<file path="src/rtl/local_store_copier_if.sv">
// Request/response bundle between the block-copy engine and the SPU data memory,
// plus the copy command and status lines.
interface local_store_copier_if #(
    parameter int LEN_W = 12
);
    logic             start;
    logic [31:0]      srcAddr;
    logic [31:0]      dstAddr;
    logic [LEN_W-1:0] length;
    logic [127:0]     readData;
    logic [127:0]     address;
    logic [127:0]     writeData;
    logic             memWrite;
    logic             memRead;
    logic             busy;
    logic             done;

    modport master (
        input  start, srcAddr, dstAddr, length, readData,
        output address, writeData, memWrite, memRead, busy, done
    );

    modport slave (
        output start, srcAddr, dstAddr, length, readData,
        input  address, writeData, memWrite, memRead, busy, done
    );
endinterface

</file>
<file path="src/rtl/local_store_copier.sv">
// Quadword block-copy engine: alternates READ/WRITE cycles on the data memory port,
// walking downwards when the destination overlaps the top of the source (move semantics).
module local_store_copier #(
    parameter int LEN_W = 12
) (
    input  logic                 clk,
    input  logic                 reset,
    local_store_copier_if.master bus
);
    typedef enum logic [1:0] {
        S_IDLE  = 2'd0,
        S_READ  = 2'd1,
        S_WRITE = 2'd2,
        S_DONE  = 2'd3
    } state_t;

    state_t           r_state;
    state_t           w_next;
    logic [31:0]      r_src_ptr;
    logic [31:0]      r_dst_ptr;
    logic [LEN_W-1:0] r_cnt;
    logic             r_desc;

    logic [31:0]  w_src_al;
    logic [31:0]  w_dst_al;
    logic [31:0]  w_len_bytes;
    logic [31:0]  w_last_off;
    logic [32:0]  w_src_end;
    logic         w_desc;
    logic [127:0] w_address;
    logic [127:0] w_write_data;
    logic         w_mem_read;
    logic         w_mem_write;
    logic         w_busy;
    logic         w_done;

    assign w_src_al    = {bus.srcAddr[31:4], 4'h0};
    assign w_dst_al    = {bus.dstAddr[31:4], 4'h0};
    assign w_len_bytes = 32'(bus.length) << 3'd4;
    assign w_last_off  = w_len_bytes - 32'd16;
    // 33-bit end bound so a region ending at the top of the address space cannot wrap
    assign w_src_end   = {1'b0, w_src_al} + {1'b0, w_len_bytes};
    assign w_desc      = (w_dst_al > w_src_al) && ({1'b0, w_dst_al} < w_src_end);

    // State register
    always_ff @(posedge clk) begin
        if (reset) begin
            r_state <= S_IDLE;
        end else begin
            r_state <= w_next;
        end
    end

    // Pointer, count and direction registers
    always_ff @(posedge clk) begin
        if (reset) begin
            r_src_ptr <= 32'd0;
            r_dst_ptr <= 32'd0;
            r_cnt     <= '0;
            r_desc    <= 1'b0;
        end else begin
            case (r_state)
                S_IDLE: begin
                    if (bus.start) begin
                        r_src_ptr <= w_desc ? (w_src_al + w_last_off) : w_src_al;
                        r_dst_ptr <= w_desc ? (w_dst_al + w_last_off) : w_dst_al;
                        r_cnt     <= bus.length;
                        r_desc    <= w_desc;
                    end
                end
                S_WRITE: begin
                    r_src_ptr <= r_desc ? (r_src_ptr - 32'd16) : (r_src_ptr + 32'd16);
                    r_dst_ptr <= r_desc ? (r_dst_ptr - 32'd16) : (r_dst_ptr + 32'd16);
                    r_cnt     <= r_cnt - LEN_W'(1'b1);
                end
                default: begin
                    r_cnt <= r_cnt;
                end
            endcase
        end
    end

    // Next-state logic
    always_comb begin
        w_next = r_state;
        case (r_state)
            S_IDLE: begin
                if (bus.start) begin
                    w_next = (bus.length == '0) ? S_DONE : S_READ;
                end else begin
                    w_next = S_IDLE;
                end
            end
            S_READ:  w_next = S_WRITE;
            S_WRITE: begin
                if (r_cnt == LEN_W'(1'b1)) begin
                    w_next = S_DONE;
                end else begin
                    w_next = S_READ;
                end
            end
            S_DONE:  w_next = S_IDLE;
            default: w_next = S_IDLE;
        endcase
    end

    // Output decode; writeData forwards the memory's registered read of the previous cycle
    always_comb begin
        w_address    = 128'd0;
        w_write_data = 128'd0;
        w_mem_read   = 1'b0;
        w_mem_write  = 1'b0;
        w_busy       = 1'b0;
        w_done       = 1'b0;
        case (r_state)
            S_READ: begin
                w_address  = {96'd0, r_src_ptr};
                w_mem_read = 1'b1;
                w_busy     = 1'b1;
            end
            S_WRITE: begin
                w_address    = {96'd0, r_dst_ptr};
                w_write_data = bus.readData;
                w_mem_write  = 1'b1;
                w_busy       = 1'b1;
            end
            S_DONE: begin
                w_done = 1'b1;
            end
            default: begin
                w_done = 1'b0;
            end
        endcase
    end

    assign bus.address   = w_address;
    assign bus.writeData = w_write_data;
    assign bus.memRead   = w_mem_read;
    assign bus.memWrite  = w_mem_write;
    assign bus.busy      = w_busy;
    assign bus.done      = w_done;
endmodule

</file>
<file path="src/flat_wrapper.sv">
// flat-port wrapper written by rule: the top's interface ports become plain ports
module local_store_copier_flat 
#(
    parameter int LEN_W = 12
)
  (clk, reset, bus_start, bus_srcAddr, bus_dstAddr, bus_length, bus_readData, bus_address, bus_writeData, bus_memWrite, bus_memRead, bus_busy, bus_done);
  local_store_copier_if #(.LEN_W(LEN_W)) bus_i ();
  input  logic clk;
  input  logic reset;
  input wire logic [$bits(bus_i.start)-1:0] bus_start;
  input wire logic [$bits(bus_i.srcAddr)-1:0] bus_srcAddr;
  input wire logic [$bits(bus_i.dstAddr)-1:0] bus_dstAddr;
  input wire logic [$bits(bus_i.length)-1:0] bus_length;
  input wire logic [$bits(bus_i.readData)-1:0] bus_readData;
  output wire logic [$bits(bus_i.address)-1:0] bus_address;
  output wire logic [$bits(bus_i.writeData)-1:0] bus_writeData;
  output wire logic [$bits(bus_i.memWrite)-1:0] bus_memWrite;
  output wire logic [$bits(bus_i.memRead)-1:0] bus_memRead;
  output wire logic [$bits(bus_i.busy)-1:0] bus_busy;
  output wire logic [$bits(bus_i.done)-1:0] bus_done;
  assign bus_i.start = bus_start;
  assign bus_i.srcAddr = bus_srcAddr;
  assign bus_i.dstAddr = bus_dstAddr;
  assign bus_i.length = bus_length;
  assign bus_i.readData = bus_readData;
  assign bus_address = bus_i.address;
  assign bus_writeData = bus_i.writeData;
  assign bus_memWrite = bus_i.memWrite;
  assign bus_memRead = bus_i.memRead;
  assign bus_busy = bus_i.busy;
  assign bus_done = bus_i.done;
  local_store_copier #(.LEN_W(LEN_W)) u_core (.clk(clk), .reset(reset), .bus(bus_i));
endmodule
</file>
<file path="config.mk">
export PLATFORM = sky130hd
export DESIGN_NAME = local_store_copier_flat
export DESIGN_NICKNAME = d
export VERILOG_FILES = /design/src/rtl/local_store_copier_if.sv /design/src/rtl/local_store_copier.sv /design/src/flat_wrapper.sv
export SDC_FILE = /design/constraint.sdc
export NUM_CORES = 1
export LEC_CHECK = 0
export BUFFER_PORTS_ARGS = -buffer_cell sky130_fd_sc_hd__buf_2
export CORE_AREA = 2 2 180 182
export DETAILED_ROUTE_END_ITERATION = 12
export DIE_AREA = 0 0 182 184
export MAX_ROUTING_LAYER = met4
export PLACE_DENSITY = 0.77
export SYNTH_ARGS = -nofsm -noshare
export SYNTH_HDL_FRONTEND = slang
export SYNTH_SLANG_ARGS = --single-unit
</file>
<file path="constraint.sdc">
create_clock -name clk -period 4.2 [get_ports clk]
set_clock_uncertainty 0.15 [all_clocks]
set_input_delay 0.42 -clock clk [delete_from_list [all_inputs] [get_ports clk]]
set_output_delay 0.42 -clock clk [all_outputs]
set_load 0.1 [all_outputs]
</file>
==> flow_metrics.env <==
export IMPL_run_status="finished, violations left"
export IMPL_violations="negative setup slack"
export IMPL_io_buffers=358
export IMPL_setup_slack_ps=-305
export IMPL_min_path_type="input port to register"
export IMPL_rsz0062_at_grt="true"
export IMPL_rows=65
export IMPL_ir_drop_v=0.000217
export IMPL_switching_share_pct=45.1
export IMPL_ys_async_sr_fraction_pct=0
export IMPL_fillCellCount=2860
export IMPL_worstSetupPathType="input port to register"
export IMPL_nNetsFinal=2719
export IMPL_crit_buf_inv=6
export IMPL_fin_util_pct=57.0
export IMPL_power_switching_mw=1.84
export IMPL_io_pins=467
export IMPL_max_stage_delay_ps=410
export IMPL_clockBufferDepth=2
export IMPL_grt_busiest_layer="met2"
export IMPL_synth_distinct_cells=86
export IMPL_netlist_area_sq_um=13300
export IMPL_drive_above_1_share_pct=31.3
export IMPL_end_kind="register"
export IMPL_synth_edf_count=0
export IMPL_crit_path_max_fanout=7
export IMPL_hpwlAfterDp_um=44900
export IMPL_slew_violations=0
export IMPL_viasPerCell=5.80
export IMPL_area_growth_pct=34.8
export IMPL_p_total_mw=4.07
export IMPL_wl_per_cell_um=20.1
export IMPL_power_density_nw_per_um2=228
export IMPL_fin_crit_sh_pct=107
export IMPL_num_vias=15900
export IMPL_grt_use_met3_pct=4.91
export IMPL_drtIter0Drc=1691
export IMPL_h_tree_depth=3
export IMPL_power_frac_seq_pct=19.8
export IMPL_cts_tree="yes"
export IMPL_root_buffer="clkbuf_16"
export IMPL_crit_slowest_cell="fa_2"
export IMPL_final_setup_viol_count=56
export IMPL_cap_violations=0
export IMPL_grt_use_total_pct=32.4
export IMPL_max_slew_worst_pin_slew_ps=1210
export IMPL_clk_transition_reported_paths_ps=60
export IMPL_max_freq_ghz=0.222
export IMPL_maxSlewHeadroom_pct=18.9
export IMPL_grtUsageMet1_pct=45.8
export IMPL_yosysWarningCount=0
export IMPL_die_x_um=182
export IMPL_ys_ff_latch=71
export IMPL_clk_latency_ps=340
export IMPL_crit_family="compound AO/OA/AOI/OAI gates"
export IMPL_startpoint_type="input port"
export IMPL_die_height_um=184
export IMPL_critPathMostFrequentCell="buf_6"
export IMPL_core_area_sq_um=31400
export IMPL_grt_overflow=0
export IMPL_drt_total_wl_um=55100
export IMPL_rr_worst_depth=10
export IMPL_timing_final_hold_violations=0
export IMPL_ant_nets=0
export IMPL_antenna_found_initial=8
export IMPL_combinationalPowerShare_pct=56.4
export IMPL_netlist_instances=1789
export IMPL_p_int_mw=2.24
export IMPL_tritoncts_num_buffers=9
export IMPL_grt_util_met2_pct=48.6
export IMPL_fin_hold_ws_ps=339
export IMPL_cp_required_ps=4330
export IMPL_grt_pass1_vias=14600
export IMPL_multi_input_area_sq_um=11500
export IMPL_min_path_cells=3
export IMPL_ff2ff_setup_slack_ps=310
export IMPL_p_clk_share_pct=23.9
export IMPL_power_leakage_nw=9.08
export IMPL_period_minus_slack_ps=4510
export IMPL_dieArea_sq_um=33500
export IMPL_cts_sinks=71
export IMPL_dr_pass1_iters=6
export IMPL_path_depth=25
export IMPL_remaining_drc_errors=0
export IMPL_grt_pass1_wl_um=82500
export IMPL_grt_max_degree=126
export IMPL_syn_area_per_cell_sq_um=7.41
export IMPL_cp_arrival_ps=4640
export IMPL_gp_congestion=1.00
export IMPL_regArea_sq_um=1420
export IMPL_initial_core_util_pct=42.3
export IMPL_ys_seq_area_share_pct=10.7
export IMPL_synth_main_ff_cell="dfxtp_1"
-- per-stage QoR --
| stage | cells | TNS [ps] | instance area, sq um | setup slack [ps] |
|---|---|---|---|---|
| final | 2736 | -9750 | 17900 | -305 |
| after CTS | 2723 | -7680 | 17700 | -222 |
| after floorplan | 1888 | -68.9 | 13700 | -25.9 |
| after detailed placement | 2692 | -36300 | 16700 | -782 |
| after global placement | 2692 | -31520 | 16700 | -710 |
| after global routing | 2736 | -23140 | 17900 | -560 |
-- timing repair --
item,CTS,global route
gates resized for setup,125,29
setup endpoints to repair,57,57
cloned,2,1
hold buffers,0,0
buffers inserted,18,10
pin swaps,45,18
-- power groups by stage --
stage          clock [mW]  combinational (mW)  sequential, mW
6_report            0.972                2.30           0.806
5_1_grt             0.998                2.45           0.810
4_1_cts             0.969                2.21           0.801
3_5_place_dp            0                2.05           0.815
3_3_place_gp            0                2.01           0.813
2_1_floorplan           0                1.50           0.793
-- cells in the final DEF (no fill, tap or decap), types with 22 or more instances in the layout --
master and count:
buf_6 22, dfxtp_1 70, xnor2_1 70, o21ai_0 75, a22oi_1 32, ha_1 178, buf_2 354, nand3_1 38
and2_1 133, xor2_1 48, nor3_1 43, nor2b_1 38, a21o_1 47, inv_1 68, nand4_1 27, a211oi_1 35
nor2_1 98, conb_1 100, a21oi_1 133, buf_4 206, nand2_1 111, o21a_1 22
-- cell type report --
type | count | share of cell area [%]
clock buffers | 11 | 1.36
well taps | 402 | 2.81
multi-input cells | 1576 | 64.1
clock inverters | 5 | 0.721
repair buffers | 596 | 21.5
diodes | 3 | 0.0420
flip-flops and latches | 71 | 7.96
inverters | 72 | 1.55
-- state kept, by name (all words and copies together), names as in the netlist --
register	cells
u_core.r_dst_ptr	28
u_core.r_src_ptr	28
u_core.r_cnt	12
u_core.r_state	2
u_core.r_desc	1
-- kinds of logic (layout without fill, tap and decap cells) --
| logic type | Yosys count | in the layout | synth area share [%] |
|---|---|---|---|
| other | 1 | 103 | 0.0283 |
| AND/OR/NAND/NOR | 584 | 584 | 23.1 |
| multiplexers | 38 | 38 | 2.99 |
| buffers and inverters | 241 | 684 | 9.83 |
| flip-flops | 71 | 71 | 10.7 |
| AO/OA/AOI/OAI | 549 | 549 | 27.6 |
| XOR/XNOR | 119 | 119 | 7.86 |
| adder cells (fa/ha/maj) | 186 | 186 | 17.8 |
-- synthesized netlist by cell type, types with 5 or more instances --
master       n  area, sq um
o21bai_1    16          120
o211ai_1    19          143
nor2_1     101          379
a2111oi_0    8         70.1
xor2_1      48          420
nor2b_1     39          244
nand2b_1    11         68.8
ha_1       181         2260
and3_1      18          113
a211oi_1    42          315
nand2_1    113          424
o31ai_1     11         82.6
a31oi_1     19          119
a21oi_1    145          726
o22ai_1      6         37.5
buf_1        6         22.5
or3_1       16          100
nor4_1      12         75.1
a21o_1      47          353
inv_1       72          270
nor3_1      45          225
a22o_1       6         52.6
nand3_1     40          200
o21a_1      22          165
dfxtp_1     71         1420
nand3b_1     8         60.1
fa_1         5          100
mux2i_1     28          280
a21boi_0     7         52.6
xnor2_1     71          622
o21ai_1      8         40.0
o21ai_0     96          480
a221oi_1     7         61.3
buf_4      103          773
and2_1     137          857
nand4_1     27          169
a22oi_1     32          240
mux2_2       7         78.8
clkbuf_1    55          206
-- metal layers --
metal | vias up | routed length (um) | part of all wire [%]
li1 | 7440 | - | -
met1 | 7406 | 24300 | 44
met2 | 969 | 23500 | 43
met3 | 66 | 6210 | 11
met4 | 0 | 1050 | 1.9
met5 | - | 0 | 0
-- worst paths after layout --
| kind | from | endpoint |
|---|---|---|
| worst max-delay path | bus_length[1] | u_core.r_src_ptr[30] |
| worst min-delay path | bus_dstAddr[28] | u_core.r_dst_ptr[28] |
| worst max register to register | u_core.r_desc | u_core.r_dst_ptr[24] |
| worst min register to register | u_core.r_src_ptr[9] | u_core.r_src_ptr[9] |
-- worst reg2reg max path, cell delays in order, from the launching register on --
cell and delay [ps]:
dfxtp_2 630, buf_4 260, ha_1 300, a2111oi_0 590
a21boi_0 290, o21ai_0 400, a31oi_1 260, o21a_1 240
or3_1 320, a21oi_1 230, nor4_1 80
(Power assumes the default switching activity.)
